File: src/rtl/instr_fetch.sv
// Instruction-fetch stage: owns the PC, fetches one word per instruction
// over a req/ack port and presents it to the decoder until it is consumed.
module instr_fetch #(
   parameter logic [31:0] PC_RESET = 32'h0000_0000
) (
   input  logic        clk,
   input  logic        rst_n,
   input  logic        stall,
   output logic        imem_req,
   output logic [31:0] imem_addr,
   input  logic        imem_ack,
   input  logic [31:0] imem_rdata,
   input  logic        branch_taken,
   input  logic [31:0] branch_offset,
   input  logic        jump,
   input  logic [25:0] jump_target,
   output logic [31:0] instr,
   output logic [31:0] instr_pc,
   output logic        instr_valid,
   output logic [5:0]  opcode,
   output logic [31:0] fetch_count
);

   localparam logic [1:0] S_IDLE  = 2'd0;
   localparam logic [1:0] S_FETCH = 2'd1;
   localparam logic [1:0] S_HOLD  = 2'd2;

   logic [1:0]  state_q, state_d;
   logic [31:0] pc_q, pc_d;
   logic [31:0] instr_q, instr_d;
   logic [31:0] instr_pc_q, instr_pc_d;
   logic        valid_q, valid_d;
   logic [31:0] count_q, count_d;

   logic [31:0] pc4;
   logic [31:0] off_sh;
   logic [31:0] next_pc;

   // Jump outranks a simultaneous taken branch.
   always_comb begin
      pc4    = instr_pc_q + 32'd4;
      off_sh = branch_offset << 2;
      if (jump)
         next_pc = {pc4[31:28], jump_target, 2'b00};
      else if (branch_taken)
         next_pc = pc4 + off_sh;
      else
         next_pc = pc4;
   end

   always_comb begin
      state_d    = state_q;
      pc_d       = pc_q;
      instr_d    = instr_q;
      instr_pc_d = instr_pc_q;
      valid_d    = valid_q;
      count_d    = count_q;
      case (state_q)
         S_IDLE: state_d = S_FETCH;
         S_FETCH: begin
            if (imem_ack) begin
               instr_d    = imem_rdata;
               instr_pc_d = pc_q;
               valid_d    = 1'b1;
               state_d    = S_HOLD;
            end
         end
         S_HOLD: begin
            if (!stall) begin
               pc_d    = next_pc;
               valid_d = 1'b0;
               count_d = count_q + 32'd1;
               state_d = S_FETCH;
            end
         end
         default: state_d = S_IDLE;
      endcase
   end

   always_ff @(posedge clk or negedge rst_n) begin
      if (!rst_n) begin
         state_q    <= S_IDLE;
         pc_q       <= PC_RESET;
         instr_q    <= 32'd0;
         instr_pc_q <= 32'd0;
         valid_q    <= 1'b0;
         count_q    <= 32'd0;
      end else begin
         state_q    <= state_d;
         pc_q       <= pc_d;
         instr_q    <= instr_d;
         instr_pc_q <= instr_pc_d;
         valid_q    <= valid_d;
         count_q    <= count_d;
      end
   end

   assign imem_req    = (state_q == S_FETCH);
   assign imem_addr   = pc_q;
   assign instr       = instr_q;
   assign instr_pc    = instr_pc_q;
   assign instr_valid = valid_q;
   assign opcode      = valid_q ? instr_q[31:26] : 6'b111111;
   assign fetch_count = count_q;

endmodule

File: config.mk
export PLATFORM = sky130hd
export DESIGN_NAME = instr_fetch
export DESIGN_NICKNAME = d
export VERILOG_FILES = /design/src/rtl/instr_fetch.sv
export SDC_FILE = /design/constraint.sdc
export NUM_CORES = 1
export LEC_CHECK = 0
export CAP_MARGIN = 0
export CORE_AREA = 8 8 189 155
export CTS_CLUSTER_DIAMETER = 200
export DETAILED_ROUTE_END_ITERATION = 16
export DIE_AREA = 0 0 197 163
export GPL_ROUTABILITY_DRIVEN = 0
export GPL_TIMING_DRIVEN = 1
export PLACE_DENSITY = 0.66
export SYNTH_ARGS = -nofsm -noshare
export SYNTH_HDL_FRONTEND = slang
export SYNTH_SLANG_ARGS = --single-unit
File: constraint.sdc
create_clock -name clk -period 11.1 [get_ports clk]
set_input_delay 2.22 -clock clk [delete_from_list [all_inputs] [get_ports clk]]
set_output_delay 2.22 -clock clk [all_outputs]
set_load 0.02 [all_outputs]
==> results of run 1 <==
how the worst min path moves through the flow:
stage               startpoint               to  slack [ps]  cells after the start
2_1_floorplan       state_q[0]       state_q[1]         550                      2
3_3_place_gp   fetch_count[31]  fetch_count[31]         460                      1
3_5_place_dp   fetch_count[31]  fetch_count[31]         470                      1
4_1_cts        fetch_count[31]  fetch_count[31]         480                      1
5_1_grt        fetch_count[31]  fetch_count[31]         500                      1
6_report       fetch_count[31]  fetch_count[31]         480                      1
cell families (layout without fill, tap and decap cells):
| logic type | after synthesis | in the layout | synth area share (%) |
|---|---|---|---|
| XOR/XNOR | 79 | 79 | 8.958 |
| flip-flops | 131 | 131 | 42.44 |
| AND/OR/NAND/NOR | 256 | 256 | 16.46 |
| multiplexers | 72 | 72 | 10.38 |
| AO/OA/AOI/OAI | 168 | 168 | 13.24 |
| adder cells (fa/ha/maj) | 39 | 39 | 6.415 |
| other | 0 | 1 | 0 |
| buffers and inverters | 35 | 278 | 2.106 |
cell usage after synthesis (12+ instances only):
library cell,n
xor2_1,27
mux2_2,65
nand2b_1,12
and3_1,16
a21o_1,22
nand3_1,29
a21oi_1,47
nand4_1,13
nand2_1,85
nor2_1,50
xnor2_1,52
o21ai_0,49
clkbuf_1,20
dfrtp_1,131
ha_1,38
routing by layer:
metal / share of wire [%] / vias up / global-route usage (%)
met3: 7.5 / 18 / 5.535
met5: 0.086 / - / 0
met2: 44 / 186 / 24.37
li1: - / 3263 / -
met1: 48 / 3311 / 20.99
met4: 0.64 / 4 / 3.687
critical path: stages:
cell,delay (ps)
clkdlybuf4s50_1,420
ha_1,250
fa_1,430
a21oi_1,180
o21ai_0,110
a21oi_1,430
a311oi_1,300
o311ai_0,680
a21oi_1,180
xor2_1,160
nor2_1,60
o31ai_1,190
cell usage in the layout (no fill, tap or decap), types with 3 or more instances in the layout:
| cell type | n |
|---|---|
| and4_1 | 4 |
| nor2_1 | 50 |
| nand3_1 | 29 |
| nand2b_1 | 12 |
| clkbuf_16 | 17 |
| and2_1 | 7 |
| or3_1 | 8 |
| o31ai_1 | 5 |
| o211ai_1 | 4 |
| clkinv_4 | 4 |
| dfrtp_1 | 131 |
| clkdlybuf4s50_1 | 228 |
| xnor2_1 | 52 |
| a211oi_1 | 10 |
| clkinv_2 | 3 |
| a31oi_1 | 6 |
| a21oi_1 | 47 |
| ha_1 | 38 |
| inv_1 | 8 |
| mux2_2 | 65 |
| o22ai_1 | 4 |
| nor3b_1 | 3 |
| nand4_1 | 13 |
| nor2b_1 | 4 |
| buf_4 | 8 |
| and3_1 | 16 |
| and3_2 | 3 |
| o21ai_0 | 49 |
| nand2_1 | 85 |
| a21o_1 | 22 |
| nor3_1 | 7 |
| mux2i_1 | 7 |
| nand3b_1 | 3 |
| xor2_1 | 27 |
layout make-up:
class	count	share of cell area, %
multi-input cells	614	39.00
repair buffers	237	21.43
diodes	1	0.02279
well taps	357	4.068
inverters	9	0.3077
clock inverters	14	1.402
flip-flops and latches	131	29.85
clock buffers	18	3.908
report_power, final:
| group | internal, mW | leakage [nW] | switching, mW |
|---|---|---|---|
| clock | 0.333 | 0.283 | 0.232 |
| sequential | 0.647 | 1.65 | 0.172 |
| combinational | 0.732 | 2.80 | 0.787 |
| total | 1.71 | 4.73 | 1.19 |
per-stage QoR:
stage               cell area, um^2  cells  hold WS [ps]  worst slack, ps
detailed placement            10400   1348         467.1             5460
finish                        10980   1381         478.6             5826
floorplan                      7724    780         552.5             6322
CTS                           10980   1380         480.2             5883
global route                  10980   1380         496.3             5516
global placement              10400   1348         464.8             5403
flip-flops by register name, summed over array words and instances, names as in the netlist:
register     cells
instr           32
state_q          2
instr_valid      1
fetch_count     32
instr_pc        32
imem_addr       32
==> flow_metrics.tcl, run 1 <==
set metrics [dict create \
    status "finished clean" \
    hold_viol 0 \
    ys_dominant_reg_cell "dfrtp_1" \
    wl_per_cell_um 18.54 \
    clock_path_buffers 2 \
    drcViolationCount 0 \
    cp.arrival_ps 5600 \
    power_density_mw_per_mm2 264.4 \
    cp-start-kind "primary input" \
    ys_types 60 \
    crit_path_end_kind "register" \
    synth-warning-count 0 \
    fmax_mhz 189.6 \
    worstPathMaxFanout 6 \
    synth_seq_cells 131 \
    viasPerCell 4.911 \
    syn-num-nets 915 \
    layout-drive-gt1-share_pct 11.63 \
    cts_tree "done" \
    async_flop_share_pct 100.0 \
    synth.avg_cell_area_um2 9.902 \
    cp.required_ps 11430 \
    cp-endpoint "imem_addr[26]" \
    synth_cells 780 \
    timing.rr.start "instr_pc[6]" \
    synth.top_cell.area_share_pct 42.44 \
    path_class "in2reg" \
    die_y_um 163 \
    cts_sinks 131 \
    skew_ps 7.717 \
    seq_area_frac_synth_pct 42.44 \
    ff2ff_path_depth 15 \
    coreArea_mm2 0.02599 \
    min_path_type "reg2reg" \
    grt_max_degree 71 \
    tightest_slew_ps 1083 \
    hold_buffers 0 \
    num_vias 6782 \
    r2r-end "imem_addr[30]" \
    period_share_pct 47.51 \
    port_buffers 229 \
    n_fill_cell 2579 \
    reg2reg_slack_ps 6390 \
    overflow 0 \
    multi_input_area_mm2 0.004283 \
    cts_setup_buffers 0 \
    fin_nets 1145 \
    dr.pass1.iters 5 \
    io_pins 232 \
    drv_slew 0 \
    start_util_pct 29.71 \
    grt_setup_unrepaired "no" \
    cts_buffers 17 \
    die_x_um 197 \
    synth_top_area_cell "dfrtp_1" \
    startpoint "branch_offset[0]" \
    slew_headroom_pct 27.61 \
    antenna_left 0 \
    cts_max_level 4 \
    utilization_pct 42.24 \
    cts_root_buf "clkbuf_16" \
    cts.repair.resized 0 \
    synthTopCellsByArea "dfrtp_1 42%, mux2_2 9.5%, ha_1 6.2%, xnor2_1 5.9%, nand2_1 4.1%" \
    areaGrowthSynthToFinish_pct 42.17 \
    clk_latency_ps 420 \
    path_clk_slew_ps 60 \
    leakage_nw 4.735 \
    grt_pass1_vias 7001 \
    die-area_mm2 0.03211 \
    report.final.setup_viol 0 \
    dp.final_hpwl_mm 19.41 \
    num_rows 53 \
    drt_iter0_markers 348 \
    grt_usage_pct 15.81 \
    max_cap_violations 0 \
    vdd_drop_max_uv 130.5 \
    netlist_area_mm2 0.007724 \
    seqCellArea_mm2 0.003278 \
    period_minus_slack_ps 5274 \
    finalPower_mw 2.903 \
    routed_wl_mm 25.60 \
    fin_setup_tns_ps 0 \
    antenna_found_initial 2 \
    grt_pass1_wl_mm 40.03 \
    synth-edff-count 0 \
]
No activity file was read; power rests on OpenSTA's default activity.
==> run 2: changes to the inputs <==
--- a/config.mk
+++ b/config.mk
@@ -12,7 +12,7 @@
 export DIE_AREA = 0 0 197 163
 export GPL_ROUTABILITY_DRIVEN = 0
 export GPL_TIMING_DRIVEN = 1
-export PLACE_DENSITY = 0.66
+export PLACE_DENSITY = 0.68
 export SYNTH_ARGS = -nofsm -noshare
 export SYNTH_HDL_FRONTEND = slang
 export SYNTH_SLANG_ARGS = --single-unit
==> constraint.sdc (replaced) <==
create_clock -name clk -period 4.7 [get_ports clk]
set_input_delay 0.94 -clock clk [delete_from_list [all_inputs] [get_ports clk]]
set_output_delay 0.94 -clock clk [all_outputs]
set_load 0.02 [all_outputs]
==> run 2 against run 1 <==
Net effect: global-route usage increased by 0.14 points; core utilization about the same; flip-flop and latch count unchanged; non-clock buffer count increased by 2; largest cell class unchanged; via count increased by 0.37%; clock power increased by 140%; worst setup slack got worse by 5500 ps.
==> flow_metrics.tcl, run 2 (same netlist as run 1, synthesis figures left out) <==
set metrics [dict create \
    status "finished clean" \
    fin_setup_tns_ps 0 \
    antenna_left 0 \
    max_cap_violations 0 \
    cts_setup_buffers 0 \
    path_class "reg2reg" \
    report.final.setup_viol 0 \
    min_path_type "reg2reg" \
    routed_wl_mm 25.66 \
    drcViolationCount 0 \
    areaGrowthSynthToFinish_pct 42.25 \
    layout_commonest_cell "clkdlybuf4s50_1" \
    die-area_mm2 0.03211 \
    grt_pass1_wl_mm 40.08 \
    crit_path_end_kind "register" \
    vdd_drop_max_uv 390.7 \
    utilization_pct 42.27 \
    clk_latency_ps 430 \
    port_buffers 229 \
    hold_buffers 0 \
    die_x_um 197 \
    grt_pass1_vias 6961 \
    tightest_slew_ps 940.2 \
    swShare_pct 40.87 \
    worstPathMaxFanout 7 \
    clock_path_buffers 2 \
    num_vias 6807 \
    seqPwrFrac_pct 28.0 \
    cts_tree "done" \
    grt_setup_unrepaired "no" \
    viasPerCell 4.925 \
    start_util_pct 29.71 \
    grt_usage_pct 15.95 \
    io_pins 232 \
    dp.final_hpwl_mm 19.47 \
    cts.repair.resized 0 \
    slew_headroom_pct 37.32 \
    layout-drive-gt1-share_pct 11.80 \
    leakage_nw 4.740 \
    pwr-share-clk_pct 19.4 \
    comb_power_share_pct 52.6 \
    netSwitchingPower_mw 2.806 \
    die_y_um 163 \
    overflow 0 \
    diodes 0 \
    setup_ws_ps 342.8 \
    grt_max_degree 97 \
    path_clk_slew_ps 60 \
    pre_cts_slack_ps 412.0 \
    hold_ws_ps 478.9 \
    wl_per_cell_um 18.57 \
    cts_max_level 4 \
    cts_buffers 17 \
    fmax_mhz 229.5 \
    period_minus_slack_ps 4357 \
    skew_ps 11.28 \
    cts_root_buf "clkbuf_16" \
    cp-start-kind "register" \
    mostFrequentLayoutCells "228 x clkdlybuf4s50_1, 131 x dfrtp_1, 85 x nand2_1" \
    cp.required_ps 5000 \
    coreArea_mm2 0.02599 \
    fin_nets 1147 \
    cts_sinks 131 \
    finalPower_mw 6.866 \
    period_share_pct 92.71 \
    num_rows 53 \
    power_density_mw_per_mm2 624.9 \
    n_fill_cell 2566 \
    dr.pass1.iters 5 \
    internal-power_mw 4.059 \
    drt_iter0_markers 424 \
    hold_viol 0 \
    drv_slew 0 \
    cp.arrival_ps 4660 \
    antenna_found_initial 3 \
]
-- run 2: cell count changes in the layout (fill, tap and decap cells not counted) --
| cell | delta |
|---|---|
| buf_4 | +2 |
| clkbuf_8 | +1 |
| clkinv_2 | +2 |
| clkinv_4 | -3 |
| clkinvlp_4 | +1 |
| diode_2 | -1 |
| inv_8 | -1 |
-- run 2: worst max-delay path, cell delays in order, from the launching register on --
cell,delay [ps]
dfrtp_1,490
nand4_1,200
or4_4,530
nor2_1,360
nand3_1,150
xnor2_1,160
ha_1,400
nand3_1,140
nor2_1,170
nand2_1,80
a311oi_1,420
o311ai_0,280
and2_1,230
o31ai_1,290
mux2i_1,230
nand2_1,90
-- run 2: worst paths after layout --
check                                startpoint              end  slack, ps  cells after the start
worst min register to register  fetch_count[31]  fetch_count[31]        480                      1
max in group asynchronous                 rst_n         instr[3]       2960                      2
min in group asynchronous                 rst_n        instr[31]        590                      1
worst max-delay path                instr_pc[6]    imem_addr[30]        340                     15
worst min-delay path            fetch_count[31]  fetch_count[31]        480                      1
worst max register to register      instr_pc[6]    imem_addr[30]        340                     15
-- run 2: stage by stage --
step                      instances  cell area, um^2
after floorplan                 780             7724
after global placement         1350            10410
after detailed placement       1350            10410
after CTS                      1382            10990
after global routing           1382            10990
final                          1382            10990
-- run 2: power by group through the flow --
stage	combinational, mW	sequential [mW]	clock (mW)
after floorplan	1.71	2.33	0
after global placement	3.58	1.92	0
after detailed placement	3.61	1.94	0
after CTS	3.63	1.93	1.36
after global routing	3.91	1.99	1.42
final	3.61	1.92	1.33
-- run 2: area by class of cell --
class                   count  area [um^2]  share of cell area [%]
flip-flops and latches    131         3278                   29.84
clock inverters            13        133.9                   1.219
inverters                   9        33.78                  0.3075
repair buffers            239         2369                   21.56
multi-input cells         614         4283                   38.98
clock buffers              19        442.9                   4.031
well taps                 357        446.7                   4.066
-- run 2: routing by layer --
layer,wire length (um),part of all wire [%],GRT usage (%)
met3,2020,7.9,5.741
met2,10970,43,23.87
met5,41,0.16,0
met1,12180,47,21.25
met4,443,1.7,4.780
==> run 3: changes to the inputs <==
--- a/config.mk
+++ b/config.mk
@@ -5,6 +5,7 @@
 export SDC_FILE = /design/constraint.sdc
 export NUM_CORES = 1
 export LEC_CHECK = 0
+export ABC_AREA = 0
 export CAP_MARGIN = 0
 export CORE_AREA = 8 8 189 155
 export CTS_CLUSTER_DIAMETER = 200
==> results of run 3 <==
Final layout, timing and power as in run 2 (identical DEF).
